### src/rtl/phase_sequencer_pkg.sv
// Shared encodings, timing defaults and lamp decode for the phase sequencer.
// Optional forced phase change is enabled by defining MAX_GREEN_EN.
package phase_sequencer_pkg;

  localparam logic [1:0] ALLRED = 2'd0;
  localparam logic [1:0] GREEN  = 2'd1;
  localparam logic [1:0] YELLOW = 2'd2;

  localparam int MIN_GREEN_DEF = 5;
  localparam int YELLOW_T_DEF  = 3;
  localparam int ALLRED_T_DEF  = 1;
  localparam int MAX_GREEN_DEF = 20;

  localparam int TW = 5;
  localparam int EW = TW + 1;
  localparam logic [TW-1:0] TMAX = '1;

  typedef struct packed {
    logic [2:0] green;
    logic [2:0] yellow;
    logic [2:0] red;
  } lamps_t;

  function automatic logic onehot3(input logic [2:0] v);
    return (v != 3'b000) && ((v & (v - 3'd1)) == 3'b000);
  endfunction

  function automatic lamps_t lamp_decode(
    input logic [1:0] s,
    input logic [2:0] ph
  );
    lamps_t l;
    l.green  = 3'b000;
    l.yellow = 3'b000;
    l.red    = 3'b111;
    unique case (1'b1)
      (s == GREEN): begin
        l.green = ph;
        l.red   = ~ph;
      end
      (s == YELLOW): begin
        l.yellow = ph;
        l.red    = ~ph;
      end
      default: ;
    endcase
    return l;
  endfunction

endpackage

### src/rtl/phase_sequencer_timer.sv
// Saturating tick counter for the phase sequencer.
// Clear wins over tick so a state change always restarts at zero.
module phase_timer
  import phase_sequencer_pkg::*;
(
  input  logic          clk,
  input  logic          rst_n,
  input  logic          tick,
  input  logic          clr,
  output logic [TW-1:0] count
);

  always_ff @(posedge clk or negedge rst_n) begin
    if (!rst_n) begin
      count <= '0;
    end else if (clr) begin
      count <= '0;
    end else if (tick && (count != TMAX)) begin
      count <= count + 1'b1;
    end
  end

endmodule

### src/rtl/phase_sequencer.sv
// Three-state traffic phase FSM with registered lamp decode.
// Define MAX_GREEN_EN to force a change after MAX_GREEN green ticks.
module phase_sequencer
  import phase_sequencer_pkg::*;
#(
  parameter int MIN_GREEN = MIN_GREEN_DEF,
  parameter int YELLOW_T  = YELLOW_T_DEF,
  parameter int ALLRED_T  = ALLRED_T_DEF,
  parameter int MAX_GREEN = MAX_GREEN_DEF
) (
  input  logic       clk,
  input  logic       rst_n,
  input  logic       tick,
  input  logic [2:0] req,
  input  logic [2:0] nsl_q,
  output logic [2:0] y,
  output logic [2:0] green,
  output logic [2:0] yellow,
  output logic [2:0] red,
  output logic       phase_load
);

  localparam logic [EW-1:0] ALLRED_N = EW'(ALLRED_T);
  localparam logic [EW-1:0] MIN_N    = EW'(MIN_GREEN);
  localparam logic [EW-1:0] YELLOW_N = EW'(YELLOW_T);

  logic [1:0]    state;
  logic [1:0]    state_nxt;
  logic [2:0]    y_nxt;
  logic [TW-1:0] timer;
  logic [EW-1:0] elapsed;
  logic          req_ok;
  logic          swap;
  logic          forced;
  logic          load;
  lamps_t        lamps_nxt;

  // ticks seen including the one on this edge
  assign elapsed = {1'b0, timer} + EW'(1);
  assign req_ok  = onehot3(nsl_q);
  assign swap    = req_ok && (nsl_q != y);

`ifdef MAX_GREEN_EN
  localparam logic [EW-1:0] MAX_N = EW'(MAX_GREEN);
  assign forced = tick && (elapsed == MAX_N) && ((req & ~y) != 3'b000);
`else
  logic unused_cfg;
  assign unused_cfg = ^{req, TW'(MAX_GREEN)};
  assign forced     = 1'b0;
`endif

  always_comb begin
    state_nxt = state;
    y_nxt     = y;
    unique case (state)
      ALLRED: begin
        if (tick && (elapsed >= ALLRED_N) && req_ok) begin
          state_nxt = GREEN;
          y_nxt     = nsl_q;
        end
      end
      GREEN: begin
        if ((tick && (elapsed >= MIN_N) && swap) || forced) begin
          state_nxt = YELLOW;
        end
      end
      YELLOW: begin
        if (tick && (elapsed >= YELLOW_N)) begin
          state_nxt = ALLRED;
        end
      end
      default: state_nxt = ALLRED;
    endcase
  end

  assign load      = (state == ALLRED) && (state_nxt == GREEN);
  assign lamps_nxt = lamp_decode(state_nxt, y_nxt);

  phase_timer u_timer (
    .clk   (clk),
    .rst_n (rst_n),
    .tick  (tick),
    .clr   (state_nxt != state),
    .count (timer)
  );

  always_ff @(posedge clk or negedge rst_n) begin
    if (!rst_n) begin
      state      <= ALLRED;
      y          <= 3'b000;
      green      <= 3'b000;
      yellow     <= 3'b000;
      red        <= 3'b111;
      phase_load <= 1'b0;
    end else begin
      state      <= state_nxt;
      y          <= y_nxt;
      green      <= lamps_nxt.green;
      yellow     <= lamps_nxt.yellow;
      red        <= lamps_nxt.red;
      phase_load <= load;
    end
  end

endmodule

### config.mk
export PLATFORM = sky130hd
export DESIGN_NAME = phase_sequencer
export DESIGN_NICKNAME = d
export VERILOG_FILES = /design/src/rtl/phase_sequencer_pkg.sv /design/src/rtl/phase_sequencer_timer.sv /design/src/rtl/phase_sequencer.sv
export SDC_FILE = /design/constraint.sdc
export NUM_CORES = 1
export LEC_CHECK = 0
export ABC_AREA = 0
export CAP_MARGIN = 20
export CORE_MARGIN = 2
export CORE_UTILIZATION = 30
export DETAILED_ROUTE_END_ITERATION = 6
export PLACE_DENSITY = 0.48
export SLEW_MARGIN = 20
export SYNTH_ARGS = -nofsm -noshare
export SYNTH_HDL_FRONTEND = slang
export SYNTH_SLANG_ARGS = --single-unit
### constraint.sdc
create_clock -name clk -period 3.7 [get_ports clk]
set_clock_uncertainty 0.05 [all_clocks]
set_input_delay 0.74 -clock clk [delete_from_list [all_inputs] [get_ports clk]]
set_output_delay 0.74 -clock clk [all_outputs]
set_load 0.03 [all_outputs]
==> flow_summary.yaml <==
outcome:
  status: "finished, final reports clean"
critical_path:
  required_ns: 3.89
  cpMaxStageDelayCell: "dfrtp_1"
  cp_max_fo: 5
  arrival_ns: 3.11
  crit_path_end: "red[0]"
  startpoint_type: "flip-flop"
  critPathKind: "flip-flop to flip-flop"
  rrSetupSlack_ns: 0.79
  path_common_cell: "ha_1"
  r2r-start: "u_timer.count[0]"
  rr_endpoint: "red[0]"
  ff2ff_path_depth: 10
  slowest_delay_ns: 0.44
  crit_start: "u_timer.count[0]"
  crit_chain: "ha_1, and3_1, ha_1, nor3b_1, mux2i_1, o41ai_1, a22oi_1, inv_1, ha_1, or2_1"
  end_kind: "flip-flop"
die:
  dieArea_mm2: 0.00402
  io_pins: 22
  die_y_um: 63.4
  start_util_pct: 31.5
  rows: 21
  die_x_um: 63.4
  core_area_mm2: 0.00336
routing:
  vias: 763
  postRouteAntennaNets: 0
  wl_per_cell_um: 12.8
  drt_iter0_markers: 42
  drt_pass1_iterations: 2
  via_per_inst: 4.68
  drc: 0
  routed_wirelength_um: 2090
clocking:
  post_cts_buffers: 0
  htree_levels: 1
  cts.path.max_buffers: 2
  cts_tree: "built"
  cts_buffers: 3
  clk_pin_slew_ns: 0.12
  clock_sinks: 20
  clk_latency_ns: 0.30
  holdBufCountCts: 0
  ctsResizeCount: 0
  cts_root_buffer: "clkbuf_4"
final_layout:
  stdcell_area_mm2: 0.00135
  area_growth_syn_to_layout_pct: 27.0
  num_antenna_cells: 0
  final_common_cell: "clkdlybuf4s50_1"
  layoutNonFillerInstCount: 163
  layout_common_cells: "18 x clkdlybuf4s50_1, 17 x dfrtp_1, 7 x and2b_1, 7 x inv_1"
  nNetsFinal: 133
  drive_above_1_share_pct: 8.55
  utilization_pct: 40.0
synthesis:
  yosysSeqAreaShare_pct: 47.6
  syn_area_mm2: 0.00106
  syn_nets: 111
  synth_cell_types: 30
  ys_ff_latch: 20
  synthArstFlopShare_pct: 100
  synth_ff_type: "dfrtp_1"
  netlist_instances: 96
  syn_area_per_cell_um2: 11.0
  synth_edf_count: 0
  yosysWarnings: 0
power_and_ir_drop:
  p_sw_w: 0.000426
  p_int_w: 0.000645
  pwr_density_cell_mw_per_mm2: 795
  switching_share_pct: 39.8
  clockPowerShare_pct: 16.8
  combPwrFrac_pct: 48.5
  p_leak_nw: 0.609
  max-vdd-ir-drop_uv: 334
  seqPwrFrac_pct: 34.7
  power.total_w: 0.00107
sta:
  rsz0062_at_grt: "false"
  period_minus_slack_ns: 2.91
  max_clock_freq_ghz: 0.343
  maxSlewViolCount: 0
  max_slew_margin_pct: 41.2
  tns_ns: 0
  period_share_pct: 78.8
  setup_viol: 0
  finalHoldViolations: 0
  worst_slew_pin_slew_ns: 0.880
global_route:
  antenna_found_initial: 0
  grt_pass1_wl_um: 3640
  grt_max_degree: 21
  gr-usage-all-layers_pct: 11.7
  grt_pass1_vias: 798
  grt_overflow: 0
placed_design:
  hpwl_um: 1550
  port-buffer-count: 18
  dp.cells: 159
  placed_area_mm2: 0.00129
  routabilityCongestion: 0.778
flow_run:
  cap_violations: 0
min_path:
  hold_path_class: "flip-flop to flip-flop"
  hp-start: "u_timer.count[0]"
-- metrics by stage --
| stage | setup WS [ns] | hold WS [ns] |
|---|---|---|
| 2_1_floorplan | 1.08 | 0.394 |
| 3_3_place_gp | 0.614 | 0.553 |
| 3_5_place_dp | 0.550 | 0.563 |
| 4_1_cts | 0.765 | 0.585 |
| 5_1_grt | 0.568 | 0.626 |
| 6_report | 0.786 | 0.580 |
-- per-layer routing --
metal  up-vias  part of all wire, %  GRT usage, %
li1        369                    -             -
met1       384                   44          14.1
met2         8                   52          19.9
met3         2                  3.0          2.86
met4         0                 0.82          4.89
met5         -                    0             0
-- flip-flops by register name, summed over array words and instances (netlist names) --
register / count
u_timer.count: 5
green: 3
red: 3
y: 3
yellow: 3
state: 2
phase_load: 1
-- how the worst min path moves through the flow --
stage,to,slack [ns],cells past startpoint
4_1_cts,u_timer.count[4],0.59,2
6_report,u_timer.count[0],0.58,2
3_5_place_dp,u_timer.count[4],0.56,2
5_1_grt,phase_load,0.63,1
2_1_floorplan,green[0],0.39,0
3_3_place_gp,u_timer.count[0],0.55,2
-- critical path, delay by kind of cell, from the launching register on --
family,cells,cell delay (ns)
fa+ha+maj,3,0.82
flops,1,0.44
buf+inv,1,0.12
mux,1,0.15
simple gates,3,0.69
compound gates,2,0.59
-- kinds of logic after synthesis --
family,Yosys count,share of synthesized area [%]
simple gates,34,19.0
flops,20,47.6
compound gates,15,11.6
buf+inv,8,2.83
xor+xnor,7,5.79
mux,6,6.14
fa+ha+maj,6,7.08
-- cell usage after synthesis (2+ instances only) --
cell / number / area share, %
or2_1: 3 / 1.8
dfrtp_1: 17 / 40
xor2_1: 6 / 5.0
nor2b_1: 4 / 2.4
dfstp_2: 3 / 7.4
ha_1: 6 / 7.1
mux2i_1: 5 / 4.7
nand2_1: 3 / 1.1
nor2_1: 5 / 1.8
inv_1: 7 / 2.5
nor3b_1: 2 / 1.4
o21a_1: 2 / 1.4
o21ai_0: 2 / 0.94
and2b_1: 7 / 5.0
a21oi_1: 3 / 1.4
nor3_1: 6 / 2.8
o211ai_1: 2 / 1.4
-- final cells by class --
| cell class | instances | area, um^2 |
|---|---|---|
| Tap cell | 46 | 57.6 |
| Clock inverter | 1 | 30.0 |
| Inverter | 7 | 26.3 |
| Timing Repair Buffer | 18 | 180 |
| Multi-Input combinational cell | 68 | 526 |
| Fill cell | 372 | 2020 |
| Sequential cell | 20 | 504 |
| Clock buffer | 3 | 22.5 |
-- power by group through the flow --
stage / clock network (W) / registers [W] / logic (W)
6_report: 0.000180 / 0.000371 / 0.000519
5_1_grt: 0.000197 / 0.000383 / 0.000573
4_1_cts: 0.000187 / 0.000372 / 0.000529
3_5_place_dp: 0 / 0.000378 / 0.000525
3_3_place_gp: 0 / 0.000374 / 0.000522
2_1_floorplan: 0 / 0.000464 / 0.000255
Note: power is estimated with default switching activity, not from simulation.
